$ cat config.mk
export PLATFORM = sky130hd
export DESIGN_NAME = shift_unit
export DESIGN_NICKNAME = d
export VERILOG_FILES = /design/src/rtl/shift_unit.sv
export SDC_FILE = /design/constraint.sdc
export NUM_CORES = 1
export LEC_CHECK = 0
export BUFFER_PORTS_ARGS = -buffer_cell sky130_fd_sc_hd__buf_2
export CAP_MARGIN = 25
export CORE_MARGIN = 2
export CORE_UTILIZATION = 45
export CTS_CLUSTER_SIZE = 25
export DETAILED_ROUTE_END_ITERATION = 10
export PLACE_DENSITY = 0.72
export SLEW_MARGIN = 20
export SYNTH_ARGS = -nofsm -noshare
export SYNTH_HDL_FRONTEND = slang
export SYNTH_SLANG_ARGS = --single-unit
$ cat constraint.sdc
create_clock -name clk -period 1.8 [get_ports clk]
set_input_delay 0.18 -clock clk [delete_from_list [all_inputs] [get_ports clk]]
set_output_delay 0.18 -clock clk [all_outputs]
set_load 0.05 [all_outputs]
$ cat src/rtl/shift_unit.sv
// shift_unit: multicycle SLL/SRL/SRA/ROR unit that moves one bit position per clock
module shift_unit #(
    parameter int WIDTH = 32,
    parameter int SHW   = 5
) (
    input  logic             clk,
    input  logic             reset,
    input  logic             start,
    input  logic [1:0]       op,
    input  logic [SHW-1:0]   shamt,
    input  logic [WIDTH-1:0] data_in,
    output logic [WIDTH-1:0] data_out,
    output logic             busy,
    output logic             done
);
    typedef enum logic [1:0] {IDLE, SHIFT, DONE} state_t;
    state_t state, state_nx;
    logic [SHW-1:0] cnt;
    logic [1:0] op_q;
    logic [WIDTH-1:0] stepped;
    always_ff @(posedge clk)
        state <= reset ? IDLE : state_nx;
    always_comb begin
        state_nx = IDLE;
        state_nx = state == IDLE  ? (start ? SHIFT : IDLE) :
                   state == SHIFT ? (cnt == '0 ? DONE : SHIFT) : IDLE;
    end
    always_comb begin
        stepped = '0;
        stepped = op_q == 2'b00 ? {data_out[WIDTH-2:0], 1'b0} :
                  op_q == 2'b01 ? {1'b0, data_out[WIDTH-1:1]} :
                  op_q == 2'b10 ? {data_out[WIDTH-1], data_out[WIDTH-1:1]} :
                                  {data_out[0], data_out[WIDTH-1:1]};
    end
    always_ff @(posedge clk) begin
        if (reset) begin
            data_out <= '0;
            cnt      <= '0;
            op_q     <= '0;
        end else if (state == IDLE && start) begin
            data_out <= data_in;
            cnt      <= shamt;
            op_q     <= op;
        end else if (state == SHIFT && cnt != '0) begin
            data_out <= stepped;
            cnt      <= cnt - 1'b1;
        end
    end
    assign busy = state != IDLE;
    assign done = state == DONE;
endmodule

Word level (Yosys, flattened, before mapping) --
Cells that the tools add are included.
Word-level totals: bits in writable memories 0, logic and storage cells 31, ROM bits 0, register bits 41, bits in latches 0, memories 0, input port bits 42
Cells by class: bitwise gates (word level) 0, equality and inequality tests 5, multiplexer cells 11, add/subtract/negate cells 1, order comparisons 0, reduce and logical (&&, ||, !) cells 9, shift operators 0, $mul 0, divide/modulo/power cells 0
Operators by type and width (count):
- $mux 32 | 5
- $mux 5 | 2
- $mux 2 | 3
- $logic_not 5->1 | 1
- $reduce_bool 5->1 | 1
- $sub 5x1->5 const B | 1
- $eq 2x1->1 const B | 2
- $eq 2x2->1 const B | 2
- $logic_not 2->1 | 2
- $ne 4x3->1 const B | 1
- $reduce_bool 2->1 | 2
- $logic_and 1x1->1 | 2
- $reduce_and 2->1 | 1
- $mux 1 | 1

Logic depth before layout (Yosys ltp) --
Gate-level depths: netlist of the first run.
depth after elaboration 6, mapped depth 7

Worst setup path after synthesis of the first run --
OpenSTA, ideal clock, no wires.
path kind reg-to-reg, start reg cnt[0], end reg data_out[31], path slack 0.155 ns, clock period less this slack 1.645 ns, arrival 1.514 ns, cell stages (with the launch flop) 8, buffers on the path 2, data required time 1.670 ns, cell sequence dfxtp_1 > inv_1 > ha_1 > or4b_1 > buf_6 > buf_6 > a31oi_2 > o31ai_1
Between the ends: longest elaborated chain between the ends 4
RTL lines:
- start: declaration | RTL line 18 | logic [SHW-1:0] cnt;
- start signal: assignment | RTL line 42 | cnt <= shamt;
- start signal: assignment | RTL line 46 | cnt <= cnt - 1'b1;
- $reduce_bool 5->1 | RTL line 44 | end else if (state == SHIFT && cnt != '0) begin
- $logic_and 1x1->1 | RTL line 44
- $reduce_bool 2->1 (no source line)
- $reduce_and 2->1 (no source line)
- end signal: assignment | RTL line 41 | data_out <= data_in;
- end signal: assignment | RTL line 45 | data_out <= stepped;
- end: declaration | RTL line 12 | output logic [WIDTH-1:0] data_out,
Every way passes these cells. A chain may end at the register's enable or synchronous reset.

Worst setup path in the final report of the first run --
start reg cnt[0], end reg data_out[14]
Between the ends: longest elaborated chain between the ends 3
RTL lines (RTL line):
- $reduce_bool 5->1 | 44
- $logic_and 1x1->1 | 44
- $reduce_bool 2->1 (no source line)
Every way passes these cells.

==> results of run 1 <==
[tightest hold or removal path: cells and delay by family]
family          cells  cell delay (ns)
compound gates      1             0.05
buf+inv             1             0.07
simple gates        1             0.04
[stage by stage]
step	hold slack [ns]	utilization [%]	cells	area [sq um]	worst slack, ns
after detailed placement	0.378	55.9	412	2840	0.0731
after global routing	0.0728	58.2	421	2950	0.00226
final	0.0706	58.2	421	2950	0.103
after CTS	0.0689	57.5	420	2920	0.0333
after floorplan	0.288	-	281	2350	0.155
after global placement	0.375	55.9	412	2840	0.139
[kinds of logic after synthesis]
kind of cell | share of synthesized area (%)
compound gates | 42.3
fa+ha+maj | 0.533
buf+inv | 7.73
flops | 35.0
mux | 0.427
simple gates | 14.0
[power by group through the flow]
stage               Sequential [mW]  Combinational [mW]  Clock, mW
floorplan                      1.48               0.601          0
global placement               1.17                1.24          0
detailed placement             1.17                1.26          0
CTS                            1.15                1.27      0.599
global route                   1.17                1.39      0.641
finish                         1.16                1.30      0.589
[area by class of cell]
cell class                 instances  area [sq um]
clock inverter                     2          10.0
multi-input combinational        204          1380
inverter                           2          7.51
clock buffer                       6          72.6
tap                               70          87.6
timing repair buffer              96           574
sequential                        41           821
fill                             513          2120
[Yosys cell counts]
master,n
or2_2,1
o21ba_2,1
nand4_1,2
a21oi_1,33
o41ai_1,1
buf_2,12
dfxtp_1,41
a311oi_1,3
nor2_1,8
nand2b_1,4
ha_1,1
o31ai_1,31
o21a_1,30
a32o_1,2
a31oi_2,1
mux2i_1,1
nor3b_1,1
clkbuf_1,17
inv_1,2
nor2b_1,3
nand2_1,37
or4b_1,1
or3b_1,1
nor4b_4,1
nor4_1,1
nor4b_2,1
nand3_1,2
nand3b_1,1
o21ai_0,4
clkbuf_2,1
buf_6,4
nand4b_1,1
a2111oi_0,31
[state kept, by name (all words and copies together) (netlist names)]
name      count
state         2
op_q          2
cnt           5
data_out     32
[per-layer routing]
| layer | wire, um | vias up |
|---|---|---|
| met5 | 0 | - |
| li1 | - | 1225 |
| met3 | 372 | 5 |
| met1 | 3210 | 1204 |
| met2 | 2960 | 79 |
| met4 | 50 | 0 |
[timing repair]
item,in CTS,in global routing
resized for setup,0,12
endpoints found under the setup margin,0,11
hold buffers,0,0
[path summary, 6_finish.rpt]
check	startpoint	endpoint	slack [ns]
worst max register to register	cnt[0]	data_out[14]	0.10
worst min-delay path	data_in[6]	data_out[6]	0.07
worst min register to register	cnt[0]	cnt[0]	0.54
worst max-delay path	cnt[0]	data_out[14]	0.10
==> impl_metrics.toml, run 1 <==
[worst_setup_path]
critical_path.slowest_cell = "dfxtp_1"
path_common_cell = "buf_4"
worst-path-stages = 7
crit_fanout = 11
path_buf_inv = 3
critPathLaunchType = "flip-flop"
crit_chain = "inv_1, ha_1, buf_4, nor4b_4, buf_4, a2111oi_0, o31ai_1"
crit_family = "compound AO/OA/AOI/OAI gates"
worstSetupPathType = "reg -> reg"
slowest_delay_ns = 0.38
worstPathArrival_ns = 1.87
worstPathRequired_ns = 1.97
r2r_cells = 7
end_kind = "flip-flop"

[die]
ios = 76
initial_utilization_pct = 46.2
coreArea_sq_um = 5070
dieWidth_um = 76.2
num_rows = 26
dieArea_sq_um = 5810
die_y_um = 76.2

[clocking]
cts_tree = "done"
clkSinkCount = 41
clockBufferDepth = 2
numCtsBuffers = 5
cts_setup_buffers = 0
cts-root-buf = "clkbuf_8"
clk_latency_ns = 0.29
clkTransAtPathRegs_ns = 0.08
htree_levels = 2

[synth]
yosys_warnings = 0
yosys.area.top_type_share_pct = 35.0
ys_types = 33
synthCells = 281
avgSynthCellArea_sq_um = 8.35
netlist.top_cell.by_area = "dfxtp_1"
synth_area_leaders = "dfxtp_1, a2111oi_0, o31ai_1"
syn_nets = 324
ys_seq_area_share_pct = 35.0
syn_area_sq_um = 2350
ys_seq_elements = 41

[global_routing]
gr-total-overflow = 0
grtUsageTotal_pct = 22.6
gr-usage-met1_pct = 30.0
grt_start_max_net_pins = 33
use_met2_pct = 36.8
grtUsageMet3_pct = 5.81
busiest_layer = "met2"
antenna_found_initial = 0
grt_pass1_wl_mm = 10.9
grt_pass1_vias = 2288

[pwr]
p_seq_share_pct = 38.0
p_switching_mw = 1.31
p_int_mw = 1.73
powerDensity_nw_per_um2 = 1030
power.leakage_nw = 1.18
power_mw = 3.04
irDropWorstVdd_v = 0.000434
pwr-share-comb_pct = 42.6
pwr-share-clk_pct = 19.4
switching_share_pct = 43.2

[timing]
relSlewSlack_pct = 58.9
clock_skew_ns = 0.00519
hold_viol = 0
worstMarginPinSlew_ns = 0.616
fin_setup_tns_ns = 0
setup_viol = 0
post-route-min-period_ns = 1.70
timing.fmax_mhz = 589
rsz0062_at_grt = "false"
fin_crit_sh_pct = 94.3
slew_viol_final = 0

[routing]
drt_iter0_markers = 200
wl_per_cell_um = 15.7
ant_nets = 0
drc = 0
drt_pass1_iterations = 4
viasPerCell = 5.97
routed_wl_mm = 6.59
num_vias = 2513

[place]
io_buffers = 75
hpwl_mm = 4.36
gp_congestion = 0.845

[layout]
drive_gt1_share_pct = 31.9
area_delta_synth_final_pct = 25.8
antennaDiodeCount = 0
nets = 393
final_cell_mix = "buf_2, dfxtp_1, nand2_1"
final_common_cell = "buf_2"

[status]
outcome = "completed"

[job]
maxCapViolations = 0

[worst_hold_path]
hold_class = "in -> reg"
hold_depth = 3
(Power assumes the default switching activity.)
==> run 2, diff against run 1 <==
Settings changed: CORE_UTILIZATION 45 to 51, PLACE_DENSITY 0.72 to 0.8.
==> impl_metrics.toml, run 2 (synthesis results as in run 1) <==
[layout]
area_delta_synth_final_pct = 26.9
top_regs = "data_out: 32 flops, cnt: 5 flops"
drive_gt1_share_pct = 31.5
multi_input_area_sq_um = 1370
regMostFlops = "data_out"
largest_register_ffs = 32
final_core_util_pct = 67.9
nFillCells = 375
final_cell_mix = "buf_2, dfxtp_1, nand2_1"
final_common_cell = "buf_2"
regArea_sq_um = 821
stdcell_count = 404
nets = 394
antennaDiodeCount = 0

[pwr]
switching_share_pct = 40.7
p_int_mw = 1.91
power.leakage_nw = 1.20
irDropWorstVdd_v = 0.000597
pwr-share-comb_pct = 40.0
p_seq_share_pct = 35.8
powerDensity_nw_per_um2 = 1090
p_switching_mw = 1.32
pwr-share-clk_pct = 24.2

[clocking]
ctsResizeCount = 0
htree_levels = 2
cts-root-buf = "clkbuf_8"
clkSinkCount = 41
numCtsBuffers = 5
clockBufferDepth = 2
cts_setup_buffers = 0
cts_hold_buf = 0
clkTransAtPathRegs_ns = 0.08
cts_tree = "done"
clk_latency_ns = 0.30

[routing]
drc = 0
wl_met1_mm = 2.90
routed_wl_mm = 6.42
ant_nets = 0
top_layer = "met4"
drt_pass1_iterations = 4
num_vias = 2484
wl_per_cell_um = 15.9
viasPerCell = 6.15
wl_met2_mm = 3.04
drt_iter0_markers = 275
met3_length_um = 353

[global_routing]
grt_pass1_wl_mm = 10.4
gr-total-overflow = 0
grt_pass1_vias = 2272
grt_start_max_net_pins = 32
antenna_found_initial = 0
grtUsageTotal_pct = 25.0

[worst_setup_path]
crit_fanout = 26
worstSetupPathType = "reg -> reg"
timing.rr.end = "data_out[5]"
worstPathArrival_ns = 1.93
critPathLaunchType = "flip-flop"
regToRegSetupSlack_ns = 0.05
endpoint = "data_out[5]"
end_kind = "flip-flop"
r2r_cells = 7
worstPathRequired_ns = 1.97
startpoint = "cnt[0]"
rr_startpoint = "cnt[0]"

[place]
hpwl_mm = 4.27
io_buffers = 75
dp_cells = 395
gp_congestion = 0.902

[timing]
hold_viol = 0
post-route-min-period_ns = 1.75
clock_skew_ns = 0.00289
rsz0062_at_grt = "true"
timing.fmax_mhz = 571
fin_crit_sh_pct = 97.3
setup_viol = 0
relSlewSlack_pct = 62.2
holdWs_ns = 0.0699
slew_viol_final = 0
worstMarginPinSlew_ns = 0.567

[worst_hold_path]
hold_class = "in -> reg"

[die]
ios = 76
coreArea_sq_um = 4380
dieWidth_um = 71.8
num_rows = 24
die_y_um = 71.8
dieArea_sq_um = 5160
initial_utilization_pct = 53.5

[status]
outcome = "completed"

[job]
maxCapViolations = 0
-- run 2: worst max-delay path, cell delays in order (launching register included) --
cell	delay, ns
dfxtp_1	0.38
inv_1	0.07
ha_1	0.20
buf_4	0.15
nor4b_4	0.13
buf_12	0.16
a2111oi_1	0.41
o31ai_1	0.11
-- run 2: layout make-up --
class                   count  area share [%]
repair buffers             97            20.0
clock buffers               7            2.90
well taps                  52            2.18
inverters                   2           0.252
clock inverters             1            1.01
multi-input cells         204            46.1
flip-flops and latches     41            27.6
-- run 2: power by group through the flow --
stage | combinational (mW) | clock [mW] | sequential, mW
2_1_floorplan | 0.601 | 0 | 1.48
3_3_place_gp | 1.24 | 0 | 1.17
3_5_place_dp | 1.26 | 0 | 1.17
4_1_cts | 1.27 | 0.794 | 1.15
5_1_grt | 1.39 | 0.820 | 1.17
6_report | 1.29 | 0.784 | 1.16
-- run 2: per-layer routing --
layer / up-vias / global-route usage, %
met5: - / 0
met4: 0 / 11.3
met3: 13 / 3.38
met2: 84 / 40.2
met1: 1168 / 33.3
li1: 1219 / -
-- run 2: worst min path at each step --
stage                              end   startpoint  depth (start not counted)  slack, ns
after floorplan           data_out[10]  data_in[10]                          2       0.29
after CTS                 data_out[26]  data_in[26]                          3       0.07
final                      data_out[2]   data_in[2]                          3       0.07
after global placement     data_out[8]   data_in[8]                          3       0.38
after detailed placement   data_out[2]   data_in[2]                          3       0.38
after global routing      data_out[11]  data_in[11]                          3       0.07
-- run 2: stage by stage --
step	worst slack [ns]	area (sq um)	TNS [ns]	power (mW)
after floorplan	0.155	2350	0	2.08
after global placement	0.143	2830	0	2.41
after detailed placement	0.0171	2830	0	2.43
after CTS	0.00141	2950	0	3.21
after global routing	-0.0145	2980	-0.0429	3.38
final	0.0482	2980	0	3.23
